<file path="src/rtl/exme_pipe_reg.sv">
// EX->ME pipeline register: valid/ready handshake, optional one-entry skid buffer,
// synchronous flush to bubble, and a saturating count of bubble cycles.
module exme_pipe_reg #(
    parameter int DATA_W = 32,
    parameter int RW_W   = 5,
    parameter int CTRL_W = 3,
    parameter int SKID   = 1,
    parameter int CNT_W  = 16
) (
    input  logic              clock,
    input  logic              reset_0,
    input  logic              in_valid,
    output logic              in_ready,
    input  logic [DATA_W-1:0] ans_ex,
    input  logic [DATA_W-1:0] b_ex,
    input  logic [RW_W-1:0]   rw_ex,
    input  logic [CTRL_W-1:0] ctrl_ex,
    input  logic              flush,
    output logic              out_valid,
    input  logic              out_ready,
    output logic [DATA_W-1:0] ans_me,
    output logic [DATA_W-1:0] b_me,
    output logic [RW_W-1:0]   rw_me,
    output logic [CTRL_W-1:0] ctrl_me,
    output logic [1:0]        occupancy,
    output logic [CNT_W-1:0]  bubble_cnt
);

    localparam int PW = 2 * DATA_W + RW_W + CTRL_W;

    typedef enum logic [1:0] {
        ST_EMPTY = 2'd0,
        ST_ONE   = 2'd1,
        ST_TWO   = 2'd2
    } state_t;

    state_t            state_r;
    logic [PW-1:0]     main_r;
    logic [PW-1:0]     skid_r;
    logic              out_valid_r;
    logic              in_ready_r;
    logic [1:0]        occ_r;
    logic [CNT_W-1:0]  bubble_cnt_r;

    logic [PW-1:0]     payload_s;
    logic              accept_s;
    logic              consume_s;

    assign payload_s = {ans_ex, b_ex, rw_ex, ctrl_ex};

    // Without a skid entry the stage frees up in the same cycle ME consumes.
    assign in_ready  = (SKID != 0) ? in_ready_r : (!out_valid_r || out_ready);
    assign accept_s  = in_valid && in_ready;
    assign consume_s = out_valid_r && out_ready;

    // Occupancy FSM; payload registers are zeroed whenever they go invalid so the
    // ME outputs are clean bubbles without any output gating.
    always_ff @(posedge clock or negedge reset_0) begin
        if (!reset_0) begin
            state_r     <= ST_EMPTY;
            main_r      <= {PW{1'b0}};
            skid_r      <= {PW{1'b0}};
            out_valid_r <= 1'b0;
            in_ready_r  <= 1'b1;
            occ_r       <= 2'd0;
        end else if (flush) begin
            state_r     <= ST_EMPTY;
            main_r      <= {PW{1'b0}};
            skid_r      <= {PW{1'b0}};
            out_valid_r <= 1'b0;
            in_ready_r  <= 1'b1;
            occ_r       <= 2'd0;
        end else begin
            case (state_r)
                ST_EMPTY: begin
                    if (accept_s) begin
                        main_r      <= payload_s;
                        out_valid_r <= 1'b1;
                        occ_r       <= 2'd1;
                        state_r     <= ST_ONE;
                    end else begin
                        state_r     <= ST_EMPTY;
                    end
                end
                ST_ONE: begin
                    if (accept_s && consume_s) begin
                        main_r      <= payload_s;
                    end else if (consume_s) begin
                        main_r      <= {PW{1'b0}};
                        out_valid_r <= 1'b0;
                        occ_r       <= 2'd0;
                        state_r     <= ST_EMPTY;
                    end else if (accept_s && (SKID != 0)) begin
                        skid_r      <= payload_s;
                        in_ready_r  <= 1'b0;
                        occ_r       <= 2'd2;
                        state_r     <= ST_TWO;
                    end else begin
                        state_r     <= ST_ONE;
                    end
                end
                ST_TWO: begin
                    if (consume_s) begin
                        main_r      <= skid_r;
                        skid_r      <= {PW{1'b0}};
                        in_ready_r  <= 1'b1;
                        occ_r       <= 2'd1;
                        state_r     <= ST_ONE;
                    end else begin
                        state_r     <= ST_TWO;
                    end
                end
                default: begin
                    state_r     <= ST_EMPTY;
                    main_r      <= {PW{1'b0}};
                    skid_r      <= {PW{1'b0}};
                    out_valid_r <= 1'b0;
                    in_ready_r  <= 1'b1;
                    occ_r       <= 2'd0;
                end
            endcase
        end
    end

    // Bubble counter: counts edges where ME saw no valid entry; flush leaves it alone.
    always_ff @(posedge clock or negedge reset_0) begin
        if (!reset_0) begin
            bubble_cnt_r <= {CNT_W{1'b0}};
        end else if (!out_valid_r && (bubble_cnt_r != {CNT_W{1'b1}})) begin
            bubble_cnt_r <= bubble_cnt_r + {{(CNT_W-1){1'b0}}, 1'b1};
        end else begin
            bubble_cnt_r <= bubble_cnt_r;
        end
    end

    assign {ans_me, b_me, rw_me, ctrl_me} = main_r;
    assign out_valid  = out_valid_r;
    assign occupancy  = occ_r;
    assign bubble_cnt = bubble_cnt_r;

endmodule
</file>
<file path="config.mk">
export PLATFORM = sky130hd
export DESIGN_NAME = exme_pipe_reg
export DESIGN_NICKNAME = d
export VERILOG_FILES = /design/src/rtl/exme_pipe_reg.sv
export SDC_FILE = /design/constraint.sdc
export NUM_CORES = 1
export LEC_CHECK = 0
export ABC_AREA = 1
export CAP_MARGIN = 0
export CORE_UTILIZATION = 40
export DETAILED_ROUTE_END_ITERATION = 10
export GPL_TIMING_DRIVEN = 0
export PLACE_DENSITY = 0.72
export SETUP_SLACK_MARGIN = 0.05
export SYNTH_ARGS = -nofsm -noshare
export SYNTH_HDL_FRONTEND = slang
export SYNTH_SLANG_ARGS = --single-unit
export TNS_END_PERCENT = 10
</file>
<file path="constraint.sdc">
create_clock -name clock -period 4.5 [get_ports clock]
set_input_delay 0.45 -clock clock [delete_from_list [all_inputs] [get_ports clock]]
set_output_delay 0.45 -clock clock [all_outputs]
set_load 0.05 [all_outputs]
</file>
### Word-level counts from Yosys, hierarchy flattened

Cells that the tools add are included.
W data, S select, Z words.

| cells by class | value |
|---|---|
| $add $sub $neg | 1 |
| multiply operators | 0 |
| reduce and logical (&&, ||, !) cells | 10 |
| eq/ne operators | 13 |
| order comparisons | 0 |
| divide/modulo/power cells | 0 |
| shifts and indexed selects | 0 |
| muxes and demuxes | 35 |
| bitwise gates (word level) | 0 |

Operators with widths:

| kind | number |
|---|---|
| $mux W72 | 8 |
| $pmux W72 S3 | 2 |
| $mux W2 | 11 |
| $ne A3 B3 Y1 const B | 6 |
| $add A16 B1 Y16 const B | 1 |
| $ne A16 B16 Y1 const B | 1 |
| $pmux W2 S3 | 2 |
| $mux W1 | 10 |
| $ne A4 B4 Y1 const B | 2 |
| $reduce_and A4 Y1 | 2 |
| $pmux W1 S3 | 2 |
| $reduce_and A5 Y1 | 1 |
| $logic_and A1 B1 Y1 | 4 |
| $ne A2 B2 Y1 const B | 2 |
| $reduce_and A3 Y1 | 1 |
| $eq A2 B1 Y1 const B | 1 |
| $eq A2 B2 Y1 const B | 1 |
| $logic_not A2 Y1 | 1 |
| $logic_not A1 Y1 | 1 |

| storage, ports and cells | value |
|---|---|
| register bits after elaboration | 166 |
| logic and storage cells | 66 |
| memories | 0 |
| ROM bits | 0 |
| RAM bits | 0 |
| output and inout bits | 92 |
| latch bits | 0 |

### Logic depth before layout (Yosys ltp)

Gate-level depths: netlist of the first run.

| depth | value |
|---|---|
| depth after elaboration | 6 |
| mapped depth | 10 |
| gate-level depth less buffers | 9 |

### Worst setup path after synthesis of the first run

OpenSTA, ideal clock, no wires.

| timing | value |
|---|---|
| path kind | register to register |
| from | reg bubble_cnt_r[0] (netlist: bubble_cnt[0]) |
| to | reg bubble_cnt_r[13] (netlist: bubble_cnt[13]) |
| arrival | 1.860 ns |
| period minus slack after synthesis | 1.978 ns |
| setup time | 0.118 ns |
| data required time | 4.382 ns |
| stages on the path, launching flop included | 10 |
| path slack | 2.522 ns |
| path buffers | 1 |
| path through | dfrtp_1 > ha_1 > inv_1 > nor2_1 > nand2_1 > nor2_1 > nor2_1 > clkbuf_1 > nand2_1 > nand2_1 |

| on the way | value |
|---|---|
| longest elaborated chain between the ends | 2 |
| elaborated cells on any way between the ends | 3 |
| classes of those cells | add/sub (1); eq/ne (1); reduce/logical (1) |

RTL lines:

| item | RTL line | RTL |
|---|---|---|
| start, declared | 43 | `logic [CNT_W-1:0] bubble_cnt_r;` |
| start signal, assigned | 128 | `bubble_cnt_r <= {CNT_W{1'b0}};` |
| start signal, assigned | 130 | `bubble_cnt_r <= bubble_cnt_r + {{(CNT_W-1){1'b0}}, 1'b1};` |
| start signal, assigned | 132 | `bubble_cnt_r <= bubble_cnt_r;` |
| branches (longest 2 deep; another with $add A16 B1 Y16) | -- |  |

Parallel ways; which one is timed is not known.
A chain may end at the register's enable or synchronous reset.

### Worst setup path after layout of the first run

| timing | value |
|---|---|
| from | reg in_ready_r (netlist: in_ready) |
| to | out in_ready |

RTL lines:

| item | RTL line | RTL |
|---|---|---|
| start, declared | 41 | `logic in_ready_r;` |
| start signal, assigned | 64 | `in_ready_r <= 1'b1;` |
| start signal, assigned | 71 | `in_ready_r <= 1'b1;` |
| start signal, assigned | 95 | `in_ready_r <= 1'b0;` |
| end, declared | 13 | `output logic in_ready,` |

No word-level cell between the ends.

==> results of run 1 <==
layout make-up:
class,instances,area (um^2)
flip-flops and latches,166,4160
plain buffers,44,201
clock buffers,19,453
repair buffers,169,1710
multi-input cells,812,3160
well taps,234,293
fillers,1762,8530
inverters,26,97.6
clock inverters,12,96.3
where the power goes:
| part | internal (mW) | switching (mW) | leakage (nW) | total [mW] |
|---|---|---|---|---|
| logic | 0.454 | 0.985 | 2.93 | 1.44 |
| registers | 1.66 | 0.127 | 2.24 | 1.79 |
| clock network | 0.739 | 0.617 | 0.258 | 1.36 |
| total | 2.85 | 1.73 | 5.43 | 4.58 |
cell usage after synthesis (all sizes together):
master    n  area, um^2
dfstp     1        26.3
o21ai    17        88.8
nand4     6        37.5
nand3    14        82.6
xnor2     2        17.5
o211ai    1        7.51
buf      36         171
o22ai     1        6.26
nor2     30         123
clkbuf    8        30.0
nand2   737        2770
xor2      2        17.5
inv      26        97.6
nor3      1        5.00
ha        1        12.5
dfrtp   165        4130
metrics by stage:
step / worst slack, ns / total power, mW
final: 2.27 / 4.58
after global routing: 2.17 / 4.81
after CTS: 2.26 / 4.63
after detailed placement: 1.92 / 3.26
after global placement: -4.00 / 3.24
after floorplan: 2.52 / 2.69
kinds of logic (layout without fill, tap and decap cells):
logic type	after synthesis	count (layout)
DFF	166	166
xor gates and xnor gates	4	4
buffers and inverters	70	270
AOI/OAI and AO/OA	19	19
adders and majority gates	1	1
and+or+nand+nor	788	788
worst max path at each step:
stage | from | end | cells after the start
global placement | reset_0 | skid_r[36] | 1
detailed placement | flush | skid_r[68] | 9
floorplan | bubble_cnt[0] | bubble_cnt[13] | 9
CTS | in_ready | in_ready | 1
finish | in_ready | in_ready | 1
global route | flush | skid_r[1] | 9
layer usage:
layer / global-route usage, % / wire length (um)
met1: 28.5 / 9140
met5: 0 / 0
met3: 4.85 / 1070
met4: 8.10 / 424
met2: 32.8 / 8970
state kept, by name (all words and copies together), names as in the netlist:
register,count
main_r,72
skid_r,72
bubble_cnt,16
occupancy,2
state_r,2
in_ready,1
out_valid,1
==> flow_metrics.tcl, run 1 <==
set metrics [dict create \
    status "finished, final reports clean" \
    slowest_delay_ns 0.80 \
    leakagePower_nw 5.43 \
    portBuffers 168 \
    crit_path_start_kind "flip-flop" \
    slew_violations 0 \
    grt-ovfl-total 0 \
    synth-simple-area-share_pct 39.6 \
    worstMarginPinSlew_ns 0.721 \
    finalSetupViolations 0 \
    irDropWorstVdd_mv 0.299 \
    core_mm2 0.0187 \
    critPathRequiredTime_ns 4.05 \
    grt_max_degree 95 \
    num_antenna_cells 0 \
    gp_congestion 0.881 \
    wl_per_cell_um 13.2 \
    layout_commonest_cell "nand2_1" \
    synth_area_per_cell_um2 7.27 \
    ioPinCount 169 \
    r2r_cells 6 \
    fin_util_pct 54.4 \
    fin_nets 1314 \
    postCtsSetupBuffers 0 \
    dp_cells 1451 \
    cts_max_level 4 \
    fin_setup_tns_ns 0 \
    area_growth_pct 33.6 \
    grt_antenna_before_repair 1 \
    seq_area_frac_synth_pct 54.5 \
    rr_endpoint "skid_r[0]" \
    synth_fp_nets 1126 \
    ys_seq_elements 166 \
    mostFrequentLayoutCells "nand2_1, clkdlybuf4s50_1, dfrtp_1" \
    timing.hold.ws_ns 0.0461 \
    relSlewSlack_pct 51.9 \
    cts_tree "done" \
    crit_family "buffers and inverters" \
    fin_crit_ns 2.23 \
    ctsResizeCount 0 \
    synth_xor_area_share_pct 0.460 \
    detail_route.iter0.violations 341 \
    netlist_instances 1048 \
    start_util_pct 40.7 \
    clock.fmax_ghz 0.449 \
    path_class "flip-flop to output port" \
    min_path_type "input pin to async pin" \
    cts_sinks 166 \
    synth_mux_area_share_pct 0 \
    drtAntennaViolNets 0 \
    die_area_mm2 0.0196 \
    first_global_vias 6505 \
    avgViaCountPerCell 4.66 \
    clock_latency_ns 0.42 \
    wl_um 19600 \
    cp.arrival_ns 1.78 \
    final_hold_viol_count 0 \
    layout-drive-gt1-share_pct 5.85 \
    fin_crit_sh_pct 49.5 \
    cp_cell_sequence "clkdlybuf4s50_1" \
    cts_buffers 17 \
    p_per_area_mw_per_mm2 450 \
    synth_compound_area_share_pct 1.35 \
    critPathBufInv 1 \
    grt_first_pass_wirelength_um 32500 \
    ys_warn_count 0 \
    track_usage_pct 21.0 \
    fin_cells 1482 \
    fin_skew_ns 0.00694 \
    yosysUniqueCellTypes 22 \
    placed_cell_area_mm2 0.00963 \
    cts_root_buf "clkbuf_16" \
    drt-pass1-iter-count 5 \
    drc 0 \
    worstReg2RegStart "in_ready" \
    clk_path_buf_depth 2 \
    postCtsHoldBufs 0 \
    crit_path_end_kind "output port" \
    die_w_um 140 \
    reg2reg_slack_ns 2.44 \
    rsz0062_at_grt "false" \
    syn_area_mm2 0.00762 \
    design_area_mm2 0.0102 \
    synth_fa_ha_area_share_pct 0.164 \
    routed-via-count 6904 \
    worst_path_max_delay_cell "clkdlybuf4s50_1" \
    maxCapViolCount 0 \
    dp_hpwl_um 13700 \
    synth_top_family_by_area "simple AND/OR/NAND/NOR gates" \
    rows 50 \
    clk_pin_slew_ns 0.07 \
    die_h_um 140 \
    critPathMaxFanout 3 \
]
Power figures use the tool's default switching activity.
==> inputs of run 2 (changes only) <==
Settings changed: PLACE_DENSITY 0.72 to 0.74.
Clock period 4.5 ns to 1.8 ns, I/O delays scaled along.
==> flow_metrics.tcl, run 2 (same netlist as run 1, synthesis figures left out) <==
set metrics [dict create \
    fin_nets 1323 \
    status "finished, final reports clean" \
    cts_max_level 4 \
    routed-via-count 7069 \
    slew_violations 0 \
    maxCapViolCount 0 \
    fin_skew_ns 0.00862 \
    critPathMaxFanout 3 \
    num_antenna_cells 0 \
    avgViaCountPerCell 4.74 \
    critPathRequiredTime_ns 1.62 \
    timing.hold.ws_ns 0.299 \
    cts_tree "done" \
    rsz0062_at_grt "true" \
    slowest_delay_ns 0.57 \
    cp_cell_sequence "dlygate4sd2_1" \
    dp_slack_ns -0.491 \
    path_class "flip-flop to output port" \
    design_area_mm2 0.0104 \
    fin_crit_sh_pct 94.8 \
    p_per_area_mw_per_mm2 1140 \
    wl_um 20300 \
    grt_first_pass_wirelength_um 33200 \
    irDropWorstVdd_mv 0.692 \
    placed_cell_area_mm2 0.00964 \
    reg2reg_slack_ns 0.15 \
    final_hold_viol_count 0 \
    drc 0 \
    rr_endpoint "main_r[38]" \
    power.net_switching_mw 4.41 \
    die_w_um 140 \
    fin_setup_tns_ns 0 \
    cp.arrival_ns 1.53 \
    grt_max_degree 96 \
    clock_latency_ns 0.42 \
    grt_antenna_before_repair 2 \
    worst_path_max_delay_cell "dfstp_2" \
    core_mm2 0.0187 \
    layout-drive-gt1-share_pct 8.59 \
    r2r_cells 10 \
    critPathBufInv 1 \
    cts_buffers 17 \
    clk_path_buf_depth 2 \
    dp_hpwl_um 13900 \
    cts_root_buf "clkbuf_16" \
    detail_route.iter0.violations 353 \
    finalSetupViolations 0 \
    gp_congestion 0.902 \
    first_global_vias 6595 \
    clock.fmax_ghz 0.586 \
    pwr-share-comb_pct 30.2 \
    fin_util_pct 55.4 \
    internal_power_mw 7.42 \
    portBuffers 168 \
    drtAntennaViolNets 0 \
    cts_sinks 166 \
    setup_slack_ns 0.0937 \
    leakagePower_nw 5.93 \
    track_usage_pct 21.6 \
    clk_pin_slew_ns 0.07 \
    seqPwrFrac_pct 37.7 \
    power_frac_clock_pct 32.2 \
    fin_crit_ns 1.71 \
    min_path_type "input pin to async pin" \
    die_h_um 140 \
    dp_cells 1451 \
    die_area_mm2 0.0196 \
    fin_cells 1491 \
    crit_path_end_kind "output port" \
    wl_per_cell_um 13.6 \
    layout_commonest_cell "nand2_1" \
    area_growth_pct 36.0 \
    p_sw_share_pct 37.3 \
    worstMarginPinSlew_ns 0.566 \
    crit_path_start_kind "flip-flop" \
    mostFrequentLayoutCells "nand2_1, dfrtp_1, dlygate4sd2_1" \
    ioPinCount 169 \
    drt-pass1-iter-count 7 \
    rows 50 \
    crit_family "flip-flops" \
    relSlewSlack_pct 62.2 \
    worstReg2RegStart "state_r[1]" \
    power_mw 11.8 \
    start_util_pct 40.7 \
    grt-ovfl-total 0 \
]
run 2: cell types whose count changed in the layout (fill, tap and decap cells not counted), moves of 6 or more:
| cell | previous run | this run |
|---|---|---|
| clkbuf_1 | 8 | 2 |
| nand2_1 | 737 | 731 |
| buf_1 | 7 | 0 |
| buf_2 | 29 | 17 |
| buf_4 | 0 | 13 |
| clkdlybuf4s50_1 | 167 | 75 |
| dlygate4sd2_1 | 0 | 92 |
| clkbuf_2 | 0 | 9 |
| buf_6 | 0 | 7 |
run 2: worst max path at each step:
| stage | to | cells past startpoint | startpoint | slack, ns |
|---|---|---|---|---|
| floorplan | bubble_cnt[13] | 8 | bubble_cnt[2] | 0.08 |
| global placement | bubble_cnt[1] | 1 | reset_0 | -7.05 |
| detailed placement | skid_r[2] | 9 | flush | -0.49 |
| CTS | bubble_cnt[5] | 6 | bubble_cnt[0] | 0.04 |
| global route | bubble_cnt[10] | 8 | bubble_cnt[0] | 0.04 |
| finish | in_ready | 1 | in_ready | 0.09 |
run 2: cell type report:
| cell class | instances | area [um^2] |
|---|---|---|
| buffer | 44 | 284 |
| clock buffer | 18 | 439 |
| clock inverter | 13 | 169 |
| fill | 1763 | 8340 |
| inverter | 26 | 97.6 |
| multi-input combinational | 812 | 3230 |
| sequential | 166 | 4160 |
| tap | 234 | 293 |
| timing repair buffer | 178 | 1690 |
run 2: repair_timing:
item | CTS | global route
hold buffers | 1 | 0
pin swaps | 4 | 5
hold endpoints to repair | 71 | 0
gates resized for setup | 108 | 50
setup buffers | 4 | 4
endpoints found under the setup margin | 242 | 156
run 2: metal layers:
metal	GRT usage (%)	up-vias	routed length, um
met2	34.0	210	9390
li1	-	3567	-
met1	29.3	3252	9250
met3	4.65	36	1230
met5	0	-	27
met4	7.75	4	427
run 2: power by group through the flow:
stage	combinational (mW)	clock [mW]	sequential [mW]
after floorplan	1.06	0	5.71
after global placement	3.60	0	4.53
after detailed placement	3.66	0	4.54
after CTS	3.48	3.89	4.46
after global routing	3.85	4.07	4.51
final	3.57	3.81	4.46
==> inputs of run 3 (changes only) <==
Clock period 1.8 ns to 1.53 ns, I/O delays scaled along.
==> flow_metrics.tcl, run 3 (same netlist as run 1, synthesis figures left out) <==
set metrics [dict create \
    status "finished, violations left" \
    violations "negative setup slack" \
    maxCapViolCount 0 \
    worst_path_max_delay_cell "dfrtp_1" \
    cts_buffers 17 \
    portBuffers 168 \
    irDropWorstVdd_mv 0.782 \
    leakagePower_nw 5.83 \
    rows 50 \
    crit_path_end_kind "flip-flop" \
    start_util_pct 40.7 \
    first_global_vias 6517 \
    fin_nets 1333 \
    path_class "flip-flop to flip-flop" \
    grt_first_pass_wirelength_um 32400 \
    ioPinCount 169 \
    crit_path_start_kind "flip-flop" \
    cts_tree "done" \
    worstMarginPinSlew_ns 0.559 \
    reg2reg_slack_ns -0.08 \
    cts_root_buf "clkbuf_16" \
    finalSetupViolations 71 \
    routed-via-count 7039 \
    setup_slack_ns -0.0792 \
    placed_cell_area_mm2 0.00973 \
    drt-pass1-iter-count 5 \
    final_hold_viol_count 0 \
    power_mw 14.7 \
    dp_hpwl_um 13700 \
    design_area_mm2 0.0109 \
    cp_cell_sequence "inv_2 > nand2_4 > nor2_4 > nand2_2 > nand3_4 > nor2_4 > buf_12 > buf_6 > nand2_1 > nand2_1" \
    drtAntennaViolNets 0 \
    layout_commonest_cell "nand2_1" \
    grt-ovfl-total 0 \
    grt_max_degree 96 \
    clock_latency_ns 0.42 \
    fin_crit_ns 1.61 \
    critPathRequiredTime_ns 1.84 \
    wl_um 20300 \
    layout-drive-gt1-share_pct 15.9 \
    grt_antenna_before_repair 0 \
    fin_skew_ns 0.0119 \
    clock.fmax_ghz 0.621 \
    die_area_mm2 0.0196 \
    slowest_delay_ns 0.44 \
    critPathMaxFanout 10 \
    rsz0062_at_grt "true" \
    mostFrequentLayoutCells "nand2_1, dfrtp_1, clkdlybuf4s50_1" \
    cts_max_level 4 \
    fin_cells 1502 \
    die_w_um 140 \
    track_usage_pct 20.8 \
    detail_route.iter0.violations 425 \
    clk_pin_slew_ns 0.06 \
    cts_sinks 166 \
    p_per_area_mw_per_mm2 1350 \
    clk_path_buf_depth 2 \
    min_path_type "input pin to flip-flop" \
    fill_cells 1683 \
    critPathBufInv 3 \
    cp.arrival_ns 1.92 \
    gp_congestion 0.840 \
    avgViaCountPerCell 4.69 \
    fin_crit_sh_pct 105 \
    wl_per_cell_um 13.5 \
    dp_cells 1451 \
    slew_violations 0 \
    num_antenna_cells 0 \
    die_h_um 140 \
    relSlewSlack_pct 62.7 \
    core_mm2 0.0187 \
    drc 0 \
    area_growth_pct 42.5 \
    crit_family "simple AND/OR/NAND/NOR gates" \
]
[run 3: per-stage QoR]
step	hold WS [ns]	utilization [%]	setup TNS (ns)	setup WS [ns]
6_report	0.175	58.0	-3.49	-0.0792
5_1_grt	0.189	58.0	-15.70	-0.171
4_1_cts	0.273	56.5	-6.39	-0.135
3_5_place_dp	0.154	52.0	-83.11	-0.676
3_3_place_gp	0.453	51.8	-1211.58	-7.39
2_1_floorplan	-0.143	-	-4.54	-0.0343
[run 3: final cells by class]
cell class / count / area [um^2] / area share, %
plain buffers: 44 / 429 / 3.95
clock inverters: 15 / 240 / 2.21
inverters: 26 / 97.6 / 0.899
well taps: 234 / 293 / 2.70
flip-flops and latches: 166 / 4170 / 38.4
clock buffers: 17 / 425 / 3.92
multi-input cells: 813 / 3320 / 30.6
repair buffers: 187 / 1870 / 17.3
[run 3: path summary, 6_finish.rpt]
kind | start | end | depth (start not counted)
max reg2reg | state_r[0] | main_r[3] | 10
min reg2reg | skid_r[60] | skid_r[60] | 2
min in group asynchronous | reset_0 | bubble_cnt[0] | 2
min | flush | out_valid | 4
max | state_r[0] | main_r[3] | 10
max in group asynchronous | reset_0 | skid_r[65] | 3
[run 3: worst reg2reg max path, delay by kind of cell, from the launching register on]
kind / cells / cell delay (ns)
buffers and inverters: 3 / 0.43
flip-flops: 1 / 0.44
AND/OR/NAND/NOR: 7 / 0.64
[run 3: layer usage]
| metal | global-route usage, % | routed length, um | up-vias |
|---|---|---|---|
| met3 | 4.38 | 1120 | 20 |
| met2 | 33.6 | 9660 | 189 |
| li1 | - | - | 3577 |
| met4 | 7.75 | 291 | 0 |
| met1 | 27.6 | 9260 | 3253 |
| met5 | 0 | 0 | - |
[run 3: power breakdown]
part	switching, mW	internal, mW
clock	1.89	2.95
sequential	0.372	4.89
combinational	3.07	1.49
total	5.34	9.34
[run 3: timing repair]
action,in CTS,in global routing
hold buffers,1,0
gates resized for setup,226,120
pin swaps,8,7
endpoints found under the setup margin,254,208
endpoints found under the hold margin,71,0
gates cloned,0,3
buffers inserted,4,11
